## src/rtl/uart_pkg.sv

```systemverilog
// Shared constants and FSM state encoding for the oversampling UART receiver.
// When UART_RX_PARITY_EN is defined, the PARITY state is added to the encoding.
package uart_pkg;

  localparam int OVERSAMPLE = 16;
  localparam int START_MID  = 7;

`ifdef UART_RX_PARITY_EN
  typedef enum logic [2:0] {IDLE, START, DATA, PARITY, STOP} state_t;
`else
  typedef enum logic [2:0] {IDLE, START, DATA, STOP} state_t;
`endif

endpackage

```

## src/rtl/uart_rx_if.sv

```systemverilog
// Serial-line and received-word signals of the UART receiver.
// When UART_RX_PARITY_EN is defined, parity_err is added.
interface uart_rx_if #(
  parameter int DBIT = 8
);
  logic            rx;
  logic            s_tick;
  logic            rx_done_tick;
  logic [DBIT-1:0] dout;
  logic            frame_err;
`ifdef UART_RX_PARITY_EN
  logic            parity_err;

  modport master (output rx, s_tick, input rx_done_tick, dout, frame_err, parity_err);
  modport slave  (input rx, s_tick, output rx_done_tick, dout, frame_err, parity_err);
`else
  modport master (output rx, s_tick, input rx_done_tick, dout, frame_err);
  modport slave  (input rx, s_tick, output rx_done_tick, dout, frame_err);
`endif
endinterface

```

## src/rtl/sync_2ff.sv

```systemverilog
// Two-flop synchronizer for a single asynchronous input bit.
// Both flops load RESET_VAL while reset_n is low.
module sync_2ff #(
  parameter logic RESET_VAL = 1'b1
) (
  input  logic clk,
  input  logic reset_n,
  input  logic d_i,
  output logic q_o
);

  logic meta_q;
  logic sync_q;

  always_ff @(posedge clk or negedge reset_n) begin
    if (!reset_n) begin
      meta_q <= RESET_VAL;
      sync_q <= RESET_VAL;
    end else begin
      meta_q <= d_i;
      sync_q <= meta_q;
    end
  end

  assign q_o = sync_q;

endmodule

```

## src/rtl/uart_rx.sv

```systemverilog
// 16x-oversampling UART receiver: start-bit qualification, DBIT data bits, stop check.
// Optional parity support is enabled by defining UART_RX_PARITY_EN.
module uart_rx
  import uart_pkg::*;
#(
  parameter int DBIT    = 8,
  parameter int SB_TICK = 16
`ifdef UART_RX_PARITY_EN
  ,
  parameter bit PARITY_ODD = 1'b0
`endif
) (
  input  logic     clk,
  input  logic     reset_n,
  uart_rx_if.slave bus
);

  // Tick counter widens beyond 4 bits only when a 1.5/2 stop-bit count needs it.
  localparam int SW = ($clog2(SB_TICK) > 4) ? $clog2(SB_TICK) : 4;
  localparam int NW = (DBIT > 1) ? $clog2(DBIT) : 1;

  localparam logic [SW-1:0] S_START_MID = SW'(START_MID);
  localparam logic [SW-1:0] S_BIT_LAST  = SW'(OVERSAMPLE - 1);
  localparam logic [SW-1:0] S_STOP_LAST = SW'(SB_TICK - 1);
  localparam logic [NW-1:0] N_LAST      = NW'(DBIT - 1);

  logic rx_s;

  state_t          state_q, state_d;
  logic [SW-1:0]   s_q, s_d;
  logic [NW-1:0]   n_q, n_d;
  logic [DBIT-1:0] b_q, b_d;
  logic            done_q, done_d;
  logic [DBIT-1:0] dout_q, dout_d;
  logic            ferr_q, ferr_d;
`ifdef UART_RX_PARITY_EN
  logic            par_bit_q, par_bit_d;
  logic            perr_q, perr_d;
`endif

  sync_2ff #(.RESET_VAL(1'b1)) u_sync (
    .clk     (clk),
    .reset_n (reset_n),
    .d_i     (bus.rx),
    .q_o     (rx_s)
  );

  always_ff @(posedge clk or negedge reset_n) begin
    if (!reset_n) begin
      state_q   <= IDLE;
      s_q       <= '0;
      n_q       <= '0;
      b_q       <= '0;
      done_q    <= 1'b0;
      dout_q    <= '0;
      ferr_q    <= 1'b0;
`ifdef UART_RX_PARITY_EN
      par_bit_q <= 1'b0;
      perr_q    <= 1'b0;
`endif
    end else begin
      state_q   <= state_d;
      s_q       <= s_d;
      n_q       <= n_d;
      b_q       <= b_d;
      done_q    <= done_d;
      dout_q    <= dout_d;
      ferr_q    <= ferr_d;
`ifdef UART_RX_PARITY_EN
      par_bit_q <= par_bit_d;
      perr_q    <= perr_d;
`endif
    end
  end

  always_comb begin
    state_d   = state_q;
    s_d       = s_q;
    n_d       = n_q;
    b_d       = b_q;
    done_d    = 1'b0;
    dout_d    = dout_q;
    ferr_d    = ferr_q;
`ifdef UART_RX_PARITY_EN
    par_bit_d = par_bit_q;
    perr_d    = perr_q;
`endif
    case (state_q)
      // Falling edge is checked every clock so a start bit right after a stop is not missed.
      IDLE: begin
        if (!rx_s) begin
          state_d = START;
          s_d     = '0;
        end
      end
      START: begin
        if (bus.s_tick) begin
          if (s_q == S_START_MID) begin
            if (!rx_s) begin
              state_d = DATA;
              s_d     = '0;
              n_d     = '0;
            end else begin
              state_d = IDLE;
            end
          end else begin
            s_d = s_q + 1'b1;
          end
        end
      end
      DATA: begin
        if (bus.s_tick) begin
          if (s_q == S_BIT_LAST) begin
            b_d = {rx_s, b_q[DBIT-1:1]};
            s_d = '0;
            if (n_q == N_LAST) begin
`ifdef UART_RX_PARITY_EN
              state_d = PARITY;
`else
              state_d = STOP;
`endif
            end else begin
              n_d = n_q + 1'b1;
            end
          end else begin
            s_d = s_q + 1'b1;
          end
        end
      end
`ifdef UART_RX_PARITY_EN
      PARITY: begin
        if (bus.s_tick) begin
          if (s_q == S_BIT_LAST) begin
            par_bit_d = rx_s;
            s_d       = '0;
            state_d   = STOP;
          end else begin
            s_d = s_q + 1'b1;
          end
        end
      end
`endif
      STOP: begin
        if (bus.s_tick) begin
          if (s_q == S_STOP_LAST) begin
            state_d = IDLE;
            done_d  = 1'b1;
            dout_d  = b_q;
            ferr_d  = ~rx_s;
`ifdef UART_RX_PARITY_EN
            perr_d  = (^b_q) ^ par_bit_q ^ PARITY_ODD;
`endif
          end else begin
            s_d = s_q + 1'b1;
          end
        end
      end
      default: state_d = IDLE;
    endcase
  end

  assign bus.rx_done_tick = done_q;
  assign bus.dout         = dout_q;
  assign bus.frame_err    = ferr_q;
`ifdef UART_RX_PARITY_EN
  assign bus.parity_err   = perr_q;
`endif

endmodule

```

## src/flat_wrapper.sv

```systemverilog
// flat-port wrapper written by rule: the top's interface ports become plain ports
module uart_rx_flat import uart_pkg::*;
#(
  parameter int DBIT    = 8,
  parameter int SB_TICK = 16

)
  (clk, reset_n, bus_rx, bus_s_tick, bus_rx_done_tick, bus_dout, bus_frame_err);
  uart_rx_if #(.DBIT(DBIT)) bus_i ();
  input  logic clk;
  input  logic reset_n;
  input wire logic [$bits(bus_i.rx)-1:0] bus_rx;
  input wire logic [$bits(bus_i.s_tick)-1:0] bus_s_tick;
  output wire logic [$bits(bus_i.rx_done_tick)-1:0] bus_rx_done_tick;
  output wire logic [$bits(bus_i.dout)-1:0] bus_dout;
  output wire logic [$bits(bus_i.frame_err)-1:0] bus_frame_err;
  assign bus_i.rx = bus_rx;
  assign bus_i.s_tick = bus_s_tick;
  assign bus_rx_done_tick = bus_i.rx_done_tick;
  assign bus_dout = bus_i.dout;
  assign bus_frame_err = bus_i.frame_err;
  uart_rx #(.DBIT(DBIT), .SB_TICK(SB_TICK)) u_core (.clk(clk), .reset_n(reset_n), .bus(bus_i));
endmodule
```

## config.mk

```make
export PLATFORM = sky130hd
export DESIGN_NAME = uart_rx_flat
export DESIGN_NICKNAME = d
export VERILOG_FILES = /design/src/rtl/uart_pkg.sv /design/src/rtl/uart_rx_if.sv /design/src/rtl/sync_2ff.sv /design/src/rtl/uart_rx.sv /design/src/flat_wrapper.sv
export SDC_FILE = /design/constraint.sdc
export NUM_CORES = 1
export LEC_CHECK = 0
export BUFFER_PORTS_ARGS = -buffer_cell sky130_fd_sc_hd__clkbuf_2
export CAP_MARGIN = 5
export CORE_ASPECT_RATIO = 0.7
export CORE_MARGIN = 2
export CORE_UTILIZATION = 29
export CTS_CLUSTER_SIZE = 12
export DETAILED_ROUTE_END_ITERATION = 6
export PLACE_DENSITY_LB_ADDON = 0.25
export SLEW_MARGIN = 40
export SYNTH_ARGS = -nofsm -noshare
export SYNTH_HDL_FRONTEND = slang
export SYNTH_SLANG_ARGS = --single-unit
```

## constraint.sdc

```tcl
create_clock -name clk -period 3.68 [get_ports clk]
set_input_delay 0.552 -clock clk [delete_from_list [all_inputs] [get_ports clk]]
set_output_delay 0.552 -clock clk [all_outputs]
set_load 0.02 [all_outputs]
```

==> flow_metrics.env, run 1 <==
export IMPL_power_leakage_uw=0.000873
export IMPL_path_buf_inv=1
export IMPL_ant_nets=0
export IMPL_reg2reg_depth=6
export IMPL_port_buffers=13
export IMPL_yosys_area_top_type="dfrtp_1"
export IMPL_synth_area_per_cell_sq_um=12.9
export IMPL_grt_pass1_wl_um=4540
export IMPL_drv_cap=0
export IMPL_synth_top_family_by_area="multiplexers"
export IMPL_drive_gt1_share_pct=35.3
export IMPL_clock_path_buffers=2
export IMPL_place_congestion=0.859
export IMPL_startpoint="u_core.state_q[0]"
export IMPL_grt_max_degree=30
export IMPL_nNetsFinal=145
export IMPL_wl_per_cell_um=12.6
export IMPL_antenna_found_initial=0
export IMPL_critPathSlowestCell="ha_1"
export IMPL_end_kind="register"
export IMPL_yosysWarnings=0
export IMPL_hold_buffers=0
export IMPL_clock_tree_root_cell="clkbuf_8"
export IMPL_grt_pass1_vias=959
export IMPL_fill_cells=496
export IMPL_yosys_most_used_dff="dfrtp_1"
export IMPL_clock_sinks=29
export IMPL_syn_inst=116
export IMPL_ios=14
export IMPL_multiInputGateArea_sq_um=704
export IMPL_cp_max_fo=12
export IMPL_wl_um=2540
export IMPL_track_usage_pct=10.1
export IMPL_hold_slack_ns=0.288
export IMPL_startpoint_type="register"
export IMPL_synth_edff_count=0
export IMPL_setup_tns_final_ns=0
export IMPL_cts_buffers=5
export IMPL_cts_tree="built"
export IMPL_row_count=21
export IMPL_worstMarginPinSlew_ns=0.642
export IMPL_core_area_sq_um=4860
export IMPL_power_density_nw_per_um2=588
export IMPL_ys_seq_elements=29
export IMPL_post_route_drc_count=0
export IMPL_h_tree_depth=2
export IMPL_clkLatencyLatePin_ns=0.27
export IMPL_cts_resized_gates=0
export IMPL_layout_common_cells="dfrtp_1 (27), clkbuf_2 (12), mux2_2 (10)"
export IMPL_r2r_start="u_core.state_q[0]"
export IMPL_fin_crit_sh_pct=53.0
export IMPL_setup_violations=0
export IMPL_vias=908
export IMPL_status="finished clean"
export IMPL_drt_iter0_drc=44
export IMPL_path_cells="inv_1, ha_1, or2_1, o311ai_4, nand4_4, mux2_4"
export IMPL_hold_viol=0
export IMPL_ff_latch_area_sq_um=728
export IMPL_synthXorXnorAreaFrac_pct=0
export IMPL_muxShareOfSynthArea_pct=17.6
export IMPL_path_delay_family="adder cells"
export IMPL_period_minus_slack_ns=1.95
export IMPL_die_area_sq_um=5750
export IMPL_slowest_delay_ns=0.47
export IMPL_die_y_um=64.1
export IMPL_drv_slew=0
export IMPL_postCtsSetupBuffers=0
export IMPL_final_common_cell="dfrtp_1"
export IMPL_max_slew_margin_rel_pct=57.2
export IMPL_viasPerCell=4.50
export IMPL_fin_skew_ns=0.00542
export IMPL_netlist_area_leader_share_pct=45.2
export IMPL_syn_cell_area_sq_um=1490
export IMPL_crit_cells=6
export IMPL_async_flop_share_pct=100
export IMPL_synthDistinctLibCells=39
export IMPL_hold_path_class="input port to asynchronous set/reset pin"
export IMPL_path_class="register to register"
export IMPL_synth_area_leaders="dfrtp_1 (45%), mux2_4 (8.0%), ha_1 (7.5%)"
export IMPL_clkSlewWorstSetupHoldPaths_ns=0.06
export IMPL_syn2layout_area_growth_pct=14.8
export IMPL_synth_simple_area_share_pct=11.1
export IMPL_die_w_um=89.8
export IMPL_synthAdderAreaFrac_pct=7.54
export IMPL_grt_setup_unrepaired="false"
export IMPL_initial_utilization_pct=30.7
export IMPL_worstPathRequired_ns=3.84
export IMPL_ys_seq_area_share_pct=48.7
export IMPL_grt_overflow=0
export IMPL_drt_first_pass_iters=4
export IMPL_n_antenna_cell=0
export IMPL_worstPathArrival_ns=2.11
export IMPL_max_freq_ghz=0.513
export IMPL_dp_hpwl_um=1850
export IMPL_syn_nets=129
export IMPL_synth_compound_area_share_pct=11.0
export IMPL_ir_worst_vdd_uv=188
worst reg2reg max path: stages, from the launching register on:
cell,delay (ns)
dfrtp_1,0.41
inv_1,0.16
ha_1,0.47
or2_1,0.21
o311ai_4,0.13
nand4_4,0.14
mux2_4,0.30
worst paths after layout:
| path | to | slack, ns |
|---|---|---|
| setup / recovery | u_core.n_q[0] | 1.73 |
| hold reg to reg | u_core.u_sync.q_o | 0.36 |
| min in group clk | u_core.u_sync.q_o | 0.36 |
| setup reg to reg | u_core.n_q[0] | 1.73 |
| hold / removal | u_core.s_q[3] | 0.29 |
| max in group asynchronous | u_core.b_q[5] | 2.96 |
layer usage:
metal / wire length, um / track usage, % / share of wire [%] / up-vias
met5: 0 / 0 / 0 / -
met4: 4 / 2.31 / 0.16 / 0
met3: 101 / 4.01 / 4.0 / 2
met2: 1160 / 15.8 / 46 / 11
met1: 1280 / 13.2 / 50 / 453
li1: - / - / - / 442
final cells by class:
| class | count | area share (%) |
|---|---|---|
| flip-flops and latches | 29 | 42.5 |
| repair buffers | 13 | 3.79 |
| clock inverters | 1 | 0.292 |
| well taps | 69 | 5.03 |
| inverters | 8 | 1.75 |
| clock buffers | 7 | 5.62 |
| multi-input cells | 75 | 41.1 |
sequential cells by signal, indices dropped and copies added, names as in the netlist:
name,flops
u_core.b_q,8
u_core.bus.dout,8
u_core.bus.frame_err,1
u_core.bus.rx_done_tick,1
u_core.n_q,3
u_core.s_q,4
u_core.state_q,2
u_core.u_sync.meta_q,1
u_core.u_sync.q_o,1
power by group:
group / internal, uW / leakage [uW] / switching (uW) / total (uW)
sequential: 351 / 0.000393 / 30.2 / 381
combinational: 151 / 0.000426 / 192 / 343
clock: 169 / 0.0000542 / 116 / 285
total: 671 / 0.000873 / 338 / 1010
metrics by stage:
stage / cell area [sq um] / setup slack (ns) / total power (uW) / cells / utilization (%)
detailed placement: 1610 / 1.74 / 726 / 194 / 33.2
finish: 1720 / 1.73 / 1010 / 202 / 35.3
global placement: 1610 / 1.82 / 725 / 194 / 33.2
global route: 1720 / 1.63 / 1080 / 202 / 35.3
CTS: 1720 / 1.73 / 1020 / 202 / 35.3
floorplan: 1490 / 1.93 / 661 / 116 / -
cells in the mapped netlist, drive strengths merged (2+ instances only):
master and n:
o21ai 5, nand2 8, dfstp 2, a22o 2, mux2i 3, dfrtp 27
ha 9, inv 8, nor2 2, mux2 18, buf 3, nand2b 2
nand3 4, nor2b 2
logic make-up after synthesis:
| kind of cell | Yosys count |
|---|---|
| AO/OA/AOI/OAI | 20 |
| adder cells (fa/ha/maj) | 9 |
| buffers and inverters | 12 |
| flip-flops | 29 |
| multiplexers | 21 |
| AND/OR/NAND/NOR | 25 |
Note: power is estimated with default switching activity, not from simulation.
==> run 2: changes to the inputs <==
Clock period 3.68 ns to 2 ns, I/O delays scaled along.
==> flow_metrics.env, run 2 (same netlist as run 1, synthesis figures left out) <==
export IMPL_viasPerCell=4.65
export IMPL_clkSlewWorstSetupHoldPaths_ns=0.06
export IMPL_setup_violations=0
export IMPL_n_antenna_cell=0
export IMPL_h_tree_depth=2
export IMPL_ant_nets=0
export IMPL_cp_max_fo=10
export IMPL_track_usage_pct=10.4
export IMPL_clock_sinks=29
export IMPL_path_class="register to register"
export IMPL_hold_viol=0
export IMPL_vias=940
export IMPL_placed_cells=194
export IMPL_layout_cells_non_filler=202
export IMPL_drv_slew=0
export IMPL_hold_path_class="input port to asynchronous set/reset pin"
export IMPL_layout_common_cells="dfrtp_1 (27), clkbuf_2 (13), mux2_2 (10)"
export IMPL_path_delay_family="simple AND/OR/NAND/NOR gates"
export IMPL_clock_path_buffers=2
export IMPL_worstPathArrival_ns=2.04
export IMPL_clock_tree_root_cell="clkbuf_8"
export IMPL_path_buf_inv=1
export IMPL_path_cells="inv_1, ha_1, or2_1, o311ai_4, nand4_4, mux2_4"
export IMPL_fin_crit_sh_pct=94.3
export IMPL_antenna_found_initial=0
export IMPL_row_count=21
export IMPL_die_w_um=89.8
export IMPL_cts_buffers=5
export IMPL_worstMarginPinSlew_ns=0.708
export IMPL_grt_pass1_wl_um=4750
export IMPL_setup_tns_final_ns=0
export IMPL_end_kind="register"
export IMPL_clkLatencyLatePin_ns=0.27
export IMPL_r2r_start="u_core.state_q[1]"
export IMPL_drt_first_pass_iters=4
export IMPL_grt_setup_unrepaired="false"
export IMPL_die_area_sq_um=5750
export IMPL_slowest_delay_ns=0.44
export IMPL_r2r_slack_ns=0.11
export IMPL_post_route_drc_count=0
export IMPL_core_area_sq_um=4860
export IMPL_wl_um=2580
export IMPL_grt_max_degree=30
export IMPL_port_buffers=13
export IMPL_critPathSlowestCell="dfrtp_1"
export IMPL_drive_gt1_share_pct=36.1
export IMPL_place_congestion=0.859
export IMPL_status="finished clean"
export IMPL_ios=14
export IMPL_startpoint_type="register"
export IMPL_ir_worst_vdd_uv=401
export IMPL_die_y_um=64.1
export IMPL_grt_overflow=0
export IMPL_power_leakage_uw=0.000871
export IMPL_power_total_uw=1860
export IMPL_initial_utilization_pct=30.7
export IMPL_nNetsFinal=145
export IMPL_worstPathRequired_ns=2.16
export IMPL_syn2layout_area_growth_pct=15.0
export IMPL_max_freq_ghz=0.530
export IMPL_cts_tree="built"
export IMPL_dp_hpwl_um=1900
export IMPL_drt_iter0_drc=43
export IMPL_max_slew_margin_rel_pct=52.8
export IMPL_grt_pass1_vias=993
export IMPL_drv_cap=0
export IMPL_period_minus_slack_ns=1.89
export IMPL_power_density_nw_per_um2=1080
export IMPL_final_common_cell="dfrtp_1"
export IMPL_reg2reg_depth=6
export IMPL_r2r_end="u_core.n_q[0]"
export IMPL_wl_per_cell_um=12.8
export IMPL_fin_skew_ns=0.00472
## run 2: changes by cell type in the layout (fill, tap and decap cells not counted)
cell,previous run,this run
buf_2,1,0
clkbuf_2,12,13
ha_1,9,8
ha_2,0,1
## run 2: per-layer routing
layer  share of wire (%)  vias to the layer above  GRT usage, %
met5                   0                        -             0
met4                0.31                        0          2.88
met3                 5.4                        2          3.66
met2                  45                       20          15.3
met1                  49                      472          14.5
li1                    -                      446             -
## run 2: final cells by class
type | count | area (sq um)
Clock buffer | 7 | 96.3
Tap cell | 69 | 86.3
Sequential cell | 29 | 728
Fill cell | 499 | 3140
Inverter | 8 | 30.0
Multi-Input combinational cell | 75 | 707
Timing Repair Buffer | 13 | 65.1
Clock inverter | 1 | 5.00
## run 2: worst max-delay path by stage
stage	to	slack, ns	from	cells past startpoint
after floorplan	u_core.state_q[1]	0.25	u_core.state_q[0]	7
after detailed placement	u_core.n_q[0]	0.06	u_core.state_q[0]	6
after global placement	u_core.state_q[1]	0.14	u_core.state_q[0]	6
final	u_core.n_q[0]	0.11	u_core.state_q[1]	6
after CTS	u_core.n_q[0]	0.06	u_core.state_q[0]	6
after global routing	u_core.n_q[0]	0.02	u_core.state_q[1]	6
## run 2: timing repair
| item | CTS | global route |
|---|---|---|
| hold buffers | 0 | 0 |
| gates resized for setup | 0 | 1 |
| endpoints found under the hold margin | 0 | 0 |
| setup buffers | 0 | 0 |
| endpoints found under the setup margin | 0 | 5 |
## run 2: metrics by stage
stage / util (%) / hold slack, ns / instance area, sq um / setup WS, ns
3_3_place_gp: 33.2 / 0.346 / 1610 / 0.140
6_report: 35.3 / 0.0629 / 1720 / 0.114
5_1_grt: 35.3 / 0.104 / 1720 / 0.0151
3_5_place_dp: 33.2 / 0.350 / 1610 / 0.0641
2_1_floorplan: - / 0.00441 / 1490 / 0.245
4_1_cts: 35.3 / 0.0999 / 1720 / 0.0636
## run 2: power breakdown
group          internal, uW  switching (uW)
Sequential              645            57.7
Clock                   310             208
Combinational           284             356
Total                  1240             621
